File: config.mk
export PLATFORM = sky130hd
export DESIGN_NAME = block_fetch_flat
export DESIGN_NICKNAME = d
export VERILOG_FILES = /design/src/rtl/des_mem_pkg.sv /design/src/rtl/block_fetch_if.sv /design/src/rtl/fetch_fifo2.sv /design/src/rtl/block_fetch.sv /design/src/flat_wrapper.sv
export SDC_FILE = /design/constraint.sdc
export NUM_CORES = 1
export LEC_CHECK = 0
export BUFFER_PORTS_ARGS = -buffer_cell sky130_fd_sc_hd__buf_4
export CORE_MARGIN = 2
export CORE_UTILIZATION = 48
export CTS_CLUSTER_SIZE = 28
export DETAILED_ROUTE_END_ITERATION = 6
export GPL_TIMING_DRIVEN = 0
export PLACE_DENSITY = 0.71
export SYNTH_ARGS = -nofsm -noshare
export SYNTH_HDL_FRONTEND = slang
export SYNTH_SLANG_ARGS = --single-unit
File: constraint.sdc
create_clock -name clk -period 3.4 [get_ports clk]
set_input_delay 0.68 -clock clk [delete_from_list [all_inputs] [get_ports clk]]
set_output_delay 0.68 -clock clk [all_outputs]
set_load 0.01 [all_outputs]
File: src/rtl/des_mem_pkg.sv
// Shared constants and state type for the DES block-RAM front-end.
package des_mem_pkg;
  localparam int ADDR_W    = 10;
  localparam int DATA_W    = 64;
  localparam int MEM_DEPTH = 1 << ADDR_W;

  typedef enum logic [1:0] {
    IDLE  = 2'd0,
    FETCH = 2'd1,
    DRAIN = 2'd2,
    DONE  = 2'd3
  } state_t;
endpackage

File: src/rtl/block_fetch_if.sv
// RAM read port plus downstream valid/ready stream of block_fetch.
interface block_fetch_if #(
  parameter int ADDR_W = 10,
  parameter int DATA_W = 64
);
  logic              mem_ce0;
  logic [ADDR_W-1:0] mem_addr0;
  logic [DATA_W-1:0] mem_rdata;
  logic              m_valid;
  logic [DATA_W-1:0] m_data;
  logic              m_ready;

  modport master (
    output mem_ce0, mem_addr0, m_valid, m_data,
    input  mem_rdata, m_ready
  );

  modport slave (
    input  mem_ce0, mem_addr0, m_valid, m_data,
    output mem_rdata, m_ready
  );
endinterface

File: src/rtl/fetch_fifo2.sv
// Two-entry register FIFO; head is always the output register.
module fetch_fifo2 #(
  parameter int DATA_W = 64
) (
  input  logic              clk,
  input  logic              reset,
  input  logic              push,
  input  logic              pop,
  input  logic [DATA_W-1:0] din,
  output logic [DATA_W-1:0] dout,
  output logic              empty,
  output logic [1:0]        count
);
  logic [DATA_W-1:0] head;
  logic [DATA_W-1:0] tail;

  assign dout  = head;
  assign empty = (count == 2'd0);

  always_ff @(posedge clk or negedge reset) begin
    if (!reset) begin
      head  <= '0;
      tail  <= '0;
      count <= '0;
    end else if (push && pop) begin
      if (count == 2'd2) begin
        head <= tail;
        tail <= din;
      end else begin
        head <= din;
      end
    end else if (push) begin
      if (count == 2'd0) head <= din;
      else               tail <= din;
      count <= count + 2'd1;
    end else if (pop) begin
      head  <= tail;
      count <= count - 2'd1;
    end
  end
endmodule

File: src/rtl/block_fetch.sv
// Streams num_words RAM words from base_addr (wrapping) onto a valid/ready port.
module block_fetch
  import des_mem_pkg::*;
#(
  parameter int ADDR_W = des_mem_pkg::ADDR_W,
  parameter int DATA_W = des_mem_pkg::DATA_W
) (
  input  logic              clk,
  input  logic              reset,
  input  logic              start,
  input  logic [ADDR_W-1:0] base_addr,
  input  logic [ADDR_W:0]   num_words,
  output logic              busy,
  output logic              done,
  block_fetch_if.master     bus
);
  state_t            state;
  logic [ADDR_W-1:0] base_q;
  logic [ADDR_W-1:0] addr_q;
  logic [ADDR_W-1:0] next_addr;
  logic [ADDR_W:0]   nwords_q;
  logic [ADDR_W:0]   issued;
  logic [ADDR_W:0]   delivered;
  logic              inflight;
  logic              issue;
  logic              pop;
  logic              fifo_empty;
  logic [1:0]        fifo_count;
  logic [DATA_W-1:0] fifo_dout;

  // Credit check: buffered + in-flight words, net of this cycle's pop, must stay below 2.
  always_comb begin
    pop       = ~fifo_empty & bus.m_ready;
    next_addr = base_q + issued[ADDR_W-1:0];
    issue     = (state == FETCH) && (issued != nwords_q) &&
                (({1'b0, fifo_count} + {2'b0, inflight}) < (3'd2 + {2'b0, pop}));
  end

  assign bus.mem_ce0   = issue;
  assign bus.mem_addr0 = issue ? next_addr : addr_q;
  assign bus.m_valid   = ~fifo_empty;
  assign bus.m_data    = fifo_dout;
  assign busy          = (state != IDLE);
  assign done          = (state == DONE);

  always_ff @(posedge clk or negedge reset) begin
    if (!reset) begin
      state     <= IDLE;
      base_q    <= '0;
      addr_q    <= '0;
      nwords_q  <= '0;
      issued    <= '0;
      delivered <= '0;
      inflight  <= 1'b0;
    end else begin
      inflight <= issue;
      if (issue) begin
        addr_q <= next_addr;
        issued <= issued + 1'b1;
      end
      if (pop) delivered <= delivered + 1'b1;

      case (state)
        IDLE: if (start) begin
          base_q    <= base_addr;
          nwords_q  <= num_words;
          issued    <= '0;
          delivered <= '0;
          state     <= (num_words == '0) ? DONE : FETCH;
        end
        FETCH: if (issue && (issued == nwords_q - 1'b1)) state <= DRAIN;
        DRAIN: if (pop && (delivered == nwords_q - 1'b1)) state <= DONE;
        DONE:  state <= IDLE;
        default: state <= IDLE;
      endcase
    end
  end

  fetch_fifo2 #(.DATA_W(DATA_W)) u_fifo (
    .clk   (clk),
    .reset (reset),
    .push  (inflight),
    .pop   (pop),
    .din   (bus.mem_rdata),
    .dout  (fifo_dout),
    .empty (fifo_empty),
    .count (fifo_count)
  );
endmodule

File: src/flat_wrapper.sv
// flat-port wrapper written by rule: the top's interface ports become plain ports
module block_fetch_flat import des_mem_pkg::*;
#(
  parameter int ADDR_W = des_mem_pkg::ADDR_W,
  parameter int DATA_W = des_mem_pkg::DATA_W
)
  (clk, reset, start, base_addr, num_words, busy, done, bus_mem_ce0, bus_mem_addr0, bus_m_valid, bus_m_data, bus_mem_rdata, bus_m_ready);
  block_fetch_if #(.ADDR_W(ADDR_W), .DATA_W(DATA_W)) bus_i ();
  input  logic clk;
  input  logic reset;
  input  logic start;
  input  logic [ADDR_W-1:0] base_addr;
  input  logic [ADDR_W:0] num_words;
  output logic busy;
  output logic done;
  output wire logic [$bits(bus_i.mem_ce0)-1:0] bus_mem_ce0;
  output wire logic [$bits(bus_i.mem_addr0)-1:0] bus_mem_addr0;
  output wire logic [$bits(bus_i.m_valid)-1:0] bus_m_valid;
  output wire logic [$bits(bus_i.m_data)-1:0] bus_m_data;
  input wire logic [$bits(bus_i.mem_rdata)-1:0] bus_mem_rdata;
  input wire logic [$bits(bus_i.m_ready)-1:0] bus_m_ready;
  assign bus_mem_ce0 = bus_i.mem_ce0;
  assign bus_mem_addr0 = bus_i.mem_addr0;
  assign bus_m_valid = bus_i.m_valid;
  assign bus_m_data = bus_i.m_data;
  assign bus_i.mem_rdata = bus_mem_rdata;
  assign bus_i.m_ready = bus_m_ready;
  block_fetch #(.ADDR_W(ADDR_W), .DATA_W(DATA_W)) u_core (.clk(clk), .reset(reset), .start(start), .base_addr(base_addr), .num_words(num_words), .busy(busy), .done(done), .bus(bus_i));
endmodule
==> impl_metrics.toml, run 1 <==
[yosys]
synthTopCellsByCount = "dfrtp_1, nand2_1, o21ai_0"
synth_ff_type = "dfrtp_1"
yosysUniqueCellTypes = 55
synth_fp_nets = 922
synthMostInstantiatedCell = "dfrtp_1"
synth_top_area_share = 0.525
synthesis.area_sq_um = 8870
ys_seq_area_frac = 0.525
syn_inst = 812
synth.area.top_cells = "dfrtp_1, mux2_2, mux2i_1"
syn_area_per_cell_sq_um = 10.9
synth-warning-count = 0
synth_edf_count = 0
yosys.area.top_type = "dfrtp_1"
ys_ff_latch = 186
async_flop_share = 1.00

[worst_setup_path]
crit_family = "compound AO/OA/AOI/OAI gates"
crit_arrival_ps = 2660
crit_buf_inv = 2
cp_cell_sequence = "ha_4, inv_1, fa_2, nor2b_2, o21ai_2, a21boi_2, o21a_1, nor2_2, o2111a_1, a211o_1, buf_6"
slowest_stage = "dfrtp_2"
crit_start = "u_core.issued[0]"
worstPathRequired_ps = 2720
critical_path_class = "reg -> out"
endpoint_kind = "output pin"
worst_setup_path_start_kind = "flop"
worstPathMaxFanout = 3
r2r_start = "u_core.u_fifo.count[0]"
critical_path.max_stage_delay_ps = 420

[routing]
first_iter_violations = 318
antenna_left = 0
wl_per_cell_um = 16.3
drc = 0
drtPass1Iterations = 4
via_count = 6514
wirelength_mm = 20.2
viasPerCell = 5.24

[timing]
finalHoldViolCount = 0
fmax_mhz = 300
relSlewSlack = 0.488
slew_viol_final = 0
timing.hold.ws_ps = 190
setup_tns_ps = 0
rsz0062_at_grt = "yes"
setup_violations = 0
fin_skew_ps = 12.3
post-route-period-util = 0.981
worst_pin_slew_ps = 768
post-route-min-period_ps = 3340
final.setup.worst_slack_ps = 64.4

[outcome]
status = "completed"

[floorplan]
chipHeight_um = 140
dieArea_sq_um = 19600
fp.dieW_um = 140
fp.coreArea_sq_um = 18000
start_util = 0.492
rows = 49
ios = 167

[global_route]
globalRouteTotalUtil = 0.214
use_met2 = 0.340
busiest_layer = "met2"
grt_pass1_vias = 6681
grt_antenna_before_repair = 0
met1_usage = 0.291
overflow = 0
grt_max_degree = 116
grt_pass1_wl_mm = 33.5
met3_usage = 0.0530

[power_and_ir_drop]
power.total_mw = 4.40
irDropWorstVdd_mv = 0.376
p_leak_nw = 5.98
power.density_nw_per_um2 = 395

[clocking]
cts_buffers = 17
clkTransAtPathRegs_ps = 70
clock_sinks = 186
clk_latency_ps = 440
cts-root-buf = "clkbuf_16"
ctsHoldBuffers = 0
clockBufferDepth = 2
h-tree-depth = 4
cts_tree = "done"

[layout]
finalNonFillerCells = 1244
fin_area_sq_um = 11100
fin_nets = 1112
syn_to_final_growth_pct = 25.6
diodes = 0
final_layout_size_suffix_gt1_frac = 0.310
post-route-util = 0.618

[place]
hpwl_mm = 14.7
port-buffer-count = 166
pre_cts_ws_ps = -53.5
place_inst = 1208
placedInstanceArea_sq_um = 10400
gp_congestion = 0.856

[run]
drv_cap = 0

[hold_path]
hold_path_class = "in -> async"
cell type report:
type | count | area, sq um
clock buffers | 18 | 439
fillers | 1535 | 6890
well taps | 229 | 287
multi-input cells | 561 | 4010
flip-flops and latches | 186 | 4660
repair buffers | 175 | 1350
plain buffers | 44 | 210
inverters | 17 | 63.8
clock inverters | 14 | 133
where the power goes:
part	switching, mW	total [mW]	internal (mW)
registers	0.0145	2.24	2.22
logic	0.119	0.230	0.111
clock network	0.939	1.93	0.992
total	1.07	4.40	3.33
path summary, 6_finish.rpt:
path | endpoint | slack (ps) | cells after the start
setup / recovery | bus_mem_addr0[8] | 60 | 11
hold reg to reg | u_core.u_fifo.dout[22] | 480 | 2
min in group clk | u_core.base_q[3] | 440 | 3
setup reg to reg | u_core.u_fifo.dout[9] | 480 | 9
hold / removal | u_core.addr_q[4] | 190 | 1
max in group asynchronous | u_core.u_fifo.tail[51] | 2260 | 2
cells by family (layout without fill, tap and decap cells):
family,count (synthesis),count (layout),share of synthesized area
flip-flops,186,186,0.525
AO/OA/AOI/OAI,118,118,0.0750
adder cells (fa/ha/maj),21,21,0.0305
AND/OR/NAND/NOR,224,224,0.115
buffers and inverters,65,268,0.0300
XOR/XNOR,60,60,0.0592
multiplexers,138,138,0.166
layout by cell type, fill, tap and decap left out, types with 6 or more instances in the layout:
cell       netlist  layout
dfrtp_1        186     185
buf_4            0     173
nand2_1        129     129
o21ai_0         82      79
mux2_2          71      71
mux2i_1         66      66
nor2_1          36      35
xor2_1          35      34
xnor2_1         25      25
clkbuf_1        29      21
ha_1            20      19
inv_1           17      17
clkbuf_16        0      17
a21oi_1         13      11
and3_1          10      10
buf_2           11       9
nand3_1          9       9
nand4_1          7       7
buf_1            6       6
registers in the layout (all words and copies together) (netlist names):
signal               flops
u_core.nwords_q         11
u_core.u_fifo.tail      64
u_core.delivered        11
u_core.base_q           10
u_core.addr_q           10
u_core.issued           11
u_core.inflight          1
u_core.u_fifo.count      2
u_core.u_fifo.dout      64
u_core.state             2
layer usage:
metal	wire length, um	vias up	share of wire
li1	-	3169	-
met1	9090	3182	0.45
met2	9640	138	0.48
met3	1130	25	0.056
met4	360	0	0.018
met5	0	-	0
repair_timing:
action                                 4_1_cts  5_1_grt
setup endpoints to repair                   10       66
gates resized for setup                     16       13
buffers inserted                             7        1
endpoints found under the hold margin        0        0
pin swaps                                    4        7
Note: power is estimated with default switching activity, not from simulation.
==> run 2: changes to the inputs <==
--- a/config.mk
+++ b/config.mk
@@ -6,12 +6,14 @@
 export NUM_CORES = 1
 export LEC_CHECK = 0
 export BUFFER_PORTS_ARGS = -buffer_cell sky130_fd_sc_hd__buf_4
+export CELL_PAD_IN_SITES_DETAIL_PLACEMENT = 1
+export CELL_PAD_IN_SITES_GLOBAL_PLACEMENT = 1
 export CORE_MARGIN = 2
-export CORE_UTILIZATION = 48
+export CORE_UTILIZATION = 44
 export CTS_CLUSTER_SIZE = 28
 export DETAILED_ROUTE_END_ITERATION = 6
 export GPL_TIMING_DRIVEN = 0
-export PLACE_DENSITY = 0.71
+export PLACE_DENSITY_LB_ADDON = 0.1
 export SYNTH_ARGS = -nofsm -noshare
 export SYNTH_HDL_FRONTEND = slang
 export SYNTH_SLANG_ARGS = --single-unit
==> run 2 against run 1 <==
  * Worst hold slack improved by 12 ps
  * Register-to-register slack worse by 200 ps
  * Combinational power increased by 2%
  * Wire length up 17%
  * Global-route usage up 1.7 points
  * Sequential power hardly changed
  * Core utilization down 4.6 points
  * Clock power grew 2%
  * Largest cell class unchanged
  * Largest power group unchanged
==> impl_metrics.toml, run 2 (synthesis results as in run 1) <==
[outcome]
status = "completed"

[global_route]
grt_pass1_wl_mm = 39.0
globalRouteTotalUtil = 0.231
overflow = 0
grt_antenna_before_repair = 0
grt_max_degree = 110
grt_pass1_vias = 7389

[floorplan]
dieArea_sq_um = 21300
fp.coreArea_sq_um = 19700
ios = 167
fp.dieW_um = 146
rows = 51
chipHeight_um = 146
start_util = 0.451

[worst_setup_path]
crit_arrival_ps = 2680
worstPathRequired_ps = 2720
r2r_slack_ps = 280
rr_worst_depth = 9
slowest_stage = "dfrtp_1"
endpoint_kind = "output pin"
cp_cell_sequence = "buf_6, xor2_1, nor4_1, nand3_1, and4b_2, buf_4, nor2b_1, a211o_1, buf_6"
crit_family = "simple AND/OR/NAND/NOR gates"
cp_common_cell = "buf_6"
crit_buf_inv = 3
critical_path_class = "reg -> out"
timing.rr.end = "u_core.state[1]"
r2r_start = "u_core.nwords_q[0]"
critical_path.max_stage_delay_ps = 410
worstPathMaxFanout = 8
worst_setup_path_start_kind = "flop"

[routing]
via_count = 6782
antenna_left = 0
drtPass1Iterations = 4
wl_per_cell_um = 18.4
wirelength_mm = 23.6
first_iter_violations = 211
viasPerCell = 5.28
drc = 0

[layout]
post-route-util = 0.572
fin_area_sq_um = 11200
fin_nets = 1116
diodes = 0
finalNonFillerCells = 1284
syn_to_final_growth_pct = 26.7
final_layout_size_suffix_gt1_frac = 0.315
final_common_cell = "dfrtp_1"
layout_common_cells = "dfrtp_1, buf_4, nand2_1"

[clocking]
clkTransAtPathRegs_ps = 70
cts-root-buf = "clkbuf_16"
clock_sinks = 186
cts_tree = "done"
cts_buffers = 17
ctsHoldBuffers = 0
clockBufferDepth = 2
clk_latency_ps = 450
h-tree-depth = 4

[power_and_ir_drop]
irDropWorstVdd_mv = 0.370
p_leak_nw = 6.00
power.density_nw_per_um2 = 396

[run]
drv_cap = 0

[place]
hpwl_mm = 16.9
gp_congestion = 0.838
placedInstanceArea_sq_um = 10500
port-buffer-count = 166
place_inst = 1244

[timing]
relSlewSlack = 0.487
setup_tns_ps = 0
rsz0062_at_grt = "yes"
post-route-min-period_ps = 3360
timing.hold.ws_ps = 203
finalHoldViolCount = 0
worst_pin_slew_ps = 770
fin_skew_ps = 14.9
slew_viol_final = 0
fmax_mhz = 298
setup_violations = 0
post-route-period-util = 0.988

[hold_path]
hold_path_class = "in -> async"
==> run 2: layout make-up <==
class                           count  area [sq um]
Fill cell                        2206          8410
Sequential cell                   186          4660
Multi-Input combinational cell    561          4010
Timing Repair Buffer              180          1380
Clock buffer                       18           429
Tap cell                          265           332
Buffer                             43           214
Clock inverter                     14           156
Inverter                           17          63.8
==> run 2: per-stage QoR <==
stage / setup slack, ps / power, mW
floorplan: 447 / 2.36
global placement: -21.6 / 2.51
detailed placement: -96.5 / 2.52
CTS: -0.397 / 4.50
global route: -56.6 / 4.61
finish: 40.9 / 4.45
==> run 2: metal layers <==
layer,wire length (um),vias up,GRT usage
li1,-,3174,-
met1,10500,3423,0.294
met2,11100,155,0.378
met3,1610,30,0.0777
met4,384,0,0.0641
met5,0,-,0
==> run 2: worst reg2reg max path: stages, from the launching register on <==
cell and delay (ps):
dfrtp_1 480, inv_1 110, ha_1 300, nor4b_1 640, and4_1 290, o22ai_1 80
nor4b_1 340, a41oi_1 250, a21oi_2 190, mux2_1 340
==> run 2: what timing repair did <==
item	4_1_cts	5_1_grt
pin swaps	10	11
setup endpoints to repair	11	71
resized for setup	22	14
cloned	0	0
setup buffers	10	3
==> run 2: how the worst max path moves through the flow <==
stage               slack [ps]               start                to  depth (start not counted)
floorplan                  450    u_core.issued[1]  bus_mem_addr0[8]                         10
finish                      40    u_core.issued[2]  bus_mem_addr0[8]                          9
global route               -60  u_core.nwords_q[4]  bus_mem_addr0[8]                          9
global placement           -20    u_core.issued[1]  bus_mem_addr0[8]                         11
CTS                       -0.4    u_core.base_q[0]  bus_mem_addr0[8]                         11
detailed placement        -100    u_core.issued[1]  bus_mem_addr0[8]                         11
==> run 2: power by group <==
| group | switching (mW) | internal, mW | total, mW |
|---|---|---|---|
| Sequential | 0.0160 | 2.22 | 2.24 |
| Combinational | 0.123 | 0.112 | 0.235 |
| Clock | 0.982 | 0.989 | 1.97 |
==> run 3: changes to the inputs <==
--- a/config.mk
+++ b/config.mk
@@ -9,7 +9,7 @@
 export CELL_PAD_IN_SITES_DETAIL_PLACEMENT = 1
 export CELL_PAD_IN_SITES_GLOBAL_PLACEMENT = 1
 export CORE_MARGIN = 2
-export CORE_UTILIZATION = 44
+export CORE_UTILIZATION = 39
 export CTS_CLUSTER_SIZE = 28
 export DETAILED_ROUTE_END_ITERATION = 6
 export GPL_TIMING_DRIVEN = 0
==> constraint.sdc (replaced) <==
create_clock -name clk -period 2.9 [get_ports clk]
set_input_delay 0.58 -clock clk [delete_from_list [all_inputs] [get_ports clk]]
set_output_delay 0.58 -clock clk [all_outputs]
set_load 0.01 [all_outputs]
==> run 3 against run 2 <==
  * The flow now finishes with violations (setup timing)
  * Wire length grew 3.8%
  * Count of clock-buffer cells in the layout is the same
  * Non-clock buffer count grew 27
  * Register-to-register slack lost 200 ps
  * Sequential share of layout area shrank 1.5 points
  * Global-route usage shrank 2.5 points
  * Highest routed layer unchanged
  * Via count is essentially flat
  * Clock skew grew 0.69 ps
  * Sequential power grew 17%
==> impl_metrics.toml, run 3 (synthesis results as in run 1) <==
[global_route]
grt_max_degree = 105
globalRouteTotalUtil = 0.206
grt_pass1_vias = 7167
overflow = 0
grt_antenna_before_repair = 0
grt_pass1_wl_mm = 38.6

[layout]
fin_nets = 1143
syn_to_final_growth_pct = 31.8
layout_common_cells = "buf_4, dfrtp_1, nand2_1"
final_common_cell = "buf_4"
diodes = 0
final_layout_size_suffix_gt1_frac = 0.361
post-route-util = 0.519

[routing]
wl_met3_mm = 1.54
wirelength_mm = 24.5
wl_per_cell_um = 18.4
drtPass1Iterations = 4
highest_layer = "met4"
via_count = 6777
drc = 0
met2_length_mm = 11.6
viasPerCell = 5.09
first_iter_violations = 300
wl_met1_mm = 11.0
antenna_left = 0

[place]
gp_congestion = 0.785
pre_cts_ws_ps = -537
hpwl_mm = 16.9
port-buffer-count = 166

[timing]
worst_pin_slew_ps = 688
relSlewSlack = 0.542
fmax_mhz = 305
post-route-min-period_ps = 3280
finalHoldViolCount = 0
final.setup.worst_slack_ps = -375
setup_violations = 11
rsz0062_at_grt = "yes"
post-route-period-util = 1.13
slew_viol_final = 0
fin_skew_ps = 15.6

[floorplan]
dieArea_sq_um = 24000
start_util = 0.394
ios = 167
fp.dieW_um = 155
rows = 55
fp.coreArea_sq_um = 22500
chipHeight_um = 155

[outcome]
violations = "setup timing"
status = "finished, violations left"

[worst_setup_path]
crit_start = "u_core.issued[1]"
worstPathRequired_ps = 2320
r2r_slack_ps = 80
rr_worst_depth = 9
r2r_start = "u_core.nwords_q[0]"
crit_arrival_ps = 2700
critical_path_class = "reg -> out"
worst_setup_path_start_kind = "flop"
worstPathMaxFanout = 3
endpoint_kind = "output pin"
timing.rr.end = "u_core.state[1]"

[clocking]
clk_latency_ps = 440
cts_tree = "done"
cts_buffers = 17
clockBufferDepth = 2
h-tree-depth = 4
clkTransAtPathRegs_ps = 80
clock_sinks = 186
cts-root-buf = "clkbuf_16"

[power_and_ir_drop]
p_leak_nw = 6.19
power.density_nw_per_um2 = 453
irDropWorstVdd_mv = 0.342

[hold_path]
hold_path_class = "in -> async"

[run]
drv_cap = 0
## run 3: how the worst max path moves through the flow
stage	endpoint	slack [ps]	cells past startpoint
2_1_floorplan	bus_mem_addr0[8]	50	10
3_3_place_gp	u_core.u_fifo.tail[54]	-540	7
3_5_place_dp	u_core.u_fifo.tail[54]	-540	7
4_1_cts	bus_mem_addr0[8]	-320	9
5_1_grt	bus_mem_addr0[8]	-500	11
6_report	bus_mem_addr0[8]	-380	11
## run 3: repair_timing
item	in CTS	in global routing
buffers inserted	21	21
setup endpoints to repair	133	130
pin swaps	9	14
hold buffers	0	0
resized for setup	50	43
## run 3: critical path, stage by stage (launching register included)
cell and delay [ps]:
dfrtp_1 390, clkbuf_8 150, inv_2 30, fa_2 390, nor2b_2 180, o21ai_2 80, a21boi_2 160, o21a_1 160
nor2_2 60, o2111a_1 240, a211o_1 280, buf_6 140
## run 3: cell type report
| cell class | instances | area, sq um |
|---|---|---|
| tap | 285 | 357 |
| timing repair buffer | 209 | 1660 |
| inverter | 17 | 63.8 |
| sequential | 186 | 4670 |
| clock inverter | 14 | 165 |
| clock buffer | 18 | 429 |
| buffer | 41 | 218 |
| multi-input combinational | 561 | 4130 |
| fill | 2455 | 10800 |
## run 3: metrics by stage
stage	power, mW	TNS [ps]	hold slack, ps	area, sq um	cells
2_1_floorplan	2.76	0	284	8870	812
4_1_cts	5.34	-2550	150	11400	1311
5_1_grt	5.49	-3300	166	11700	1331
3_5_place_dp	2.96	-35670	470	10500	1264
6_report	5.29	-1970	122	11700	1331
3_3_place_gp	2.94	-50580	464	10500	1263
## run 3: layer usage
layer / up-vias / track usage
met4: 0 / 0.0498
met1: 3388 / 0.275
li1: 3221 / -
met3: 27 / 0.0614
met2: 141 / 0.330
met5: - / 0
## run 3: power breakdown
group | switching [mW] | internal [mW] | total (mW)
logic | 0.156 | 0.148 | 0.304
registers | 0.0205 | 2.61 | 2.63
clock network | 1.18 | 1.17 | 2.36
total | 1.36 | 3.93 | 5.29
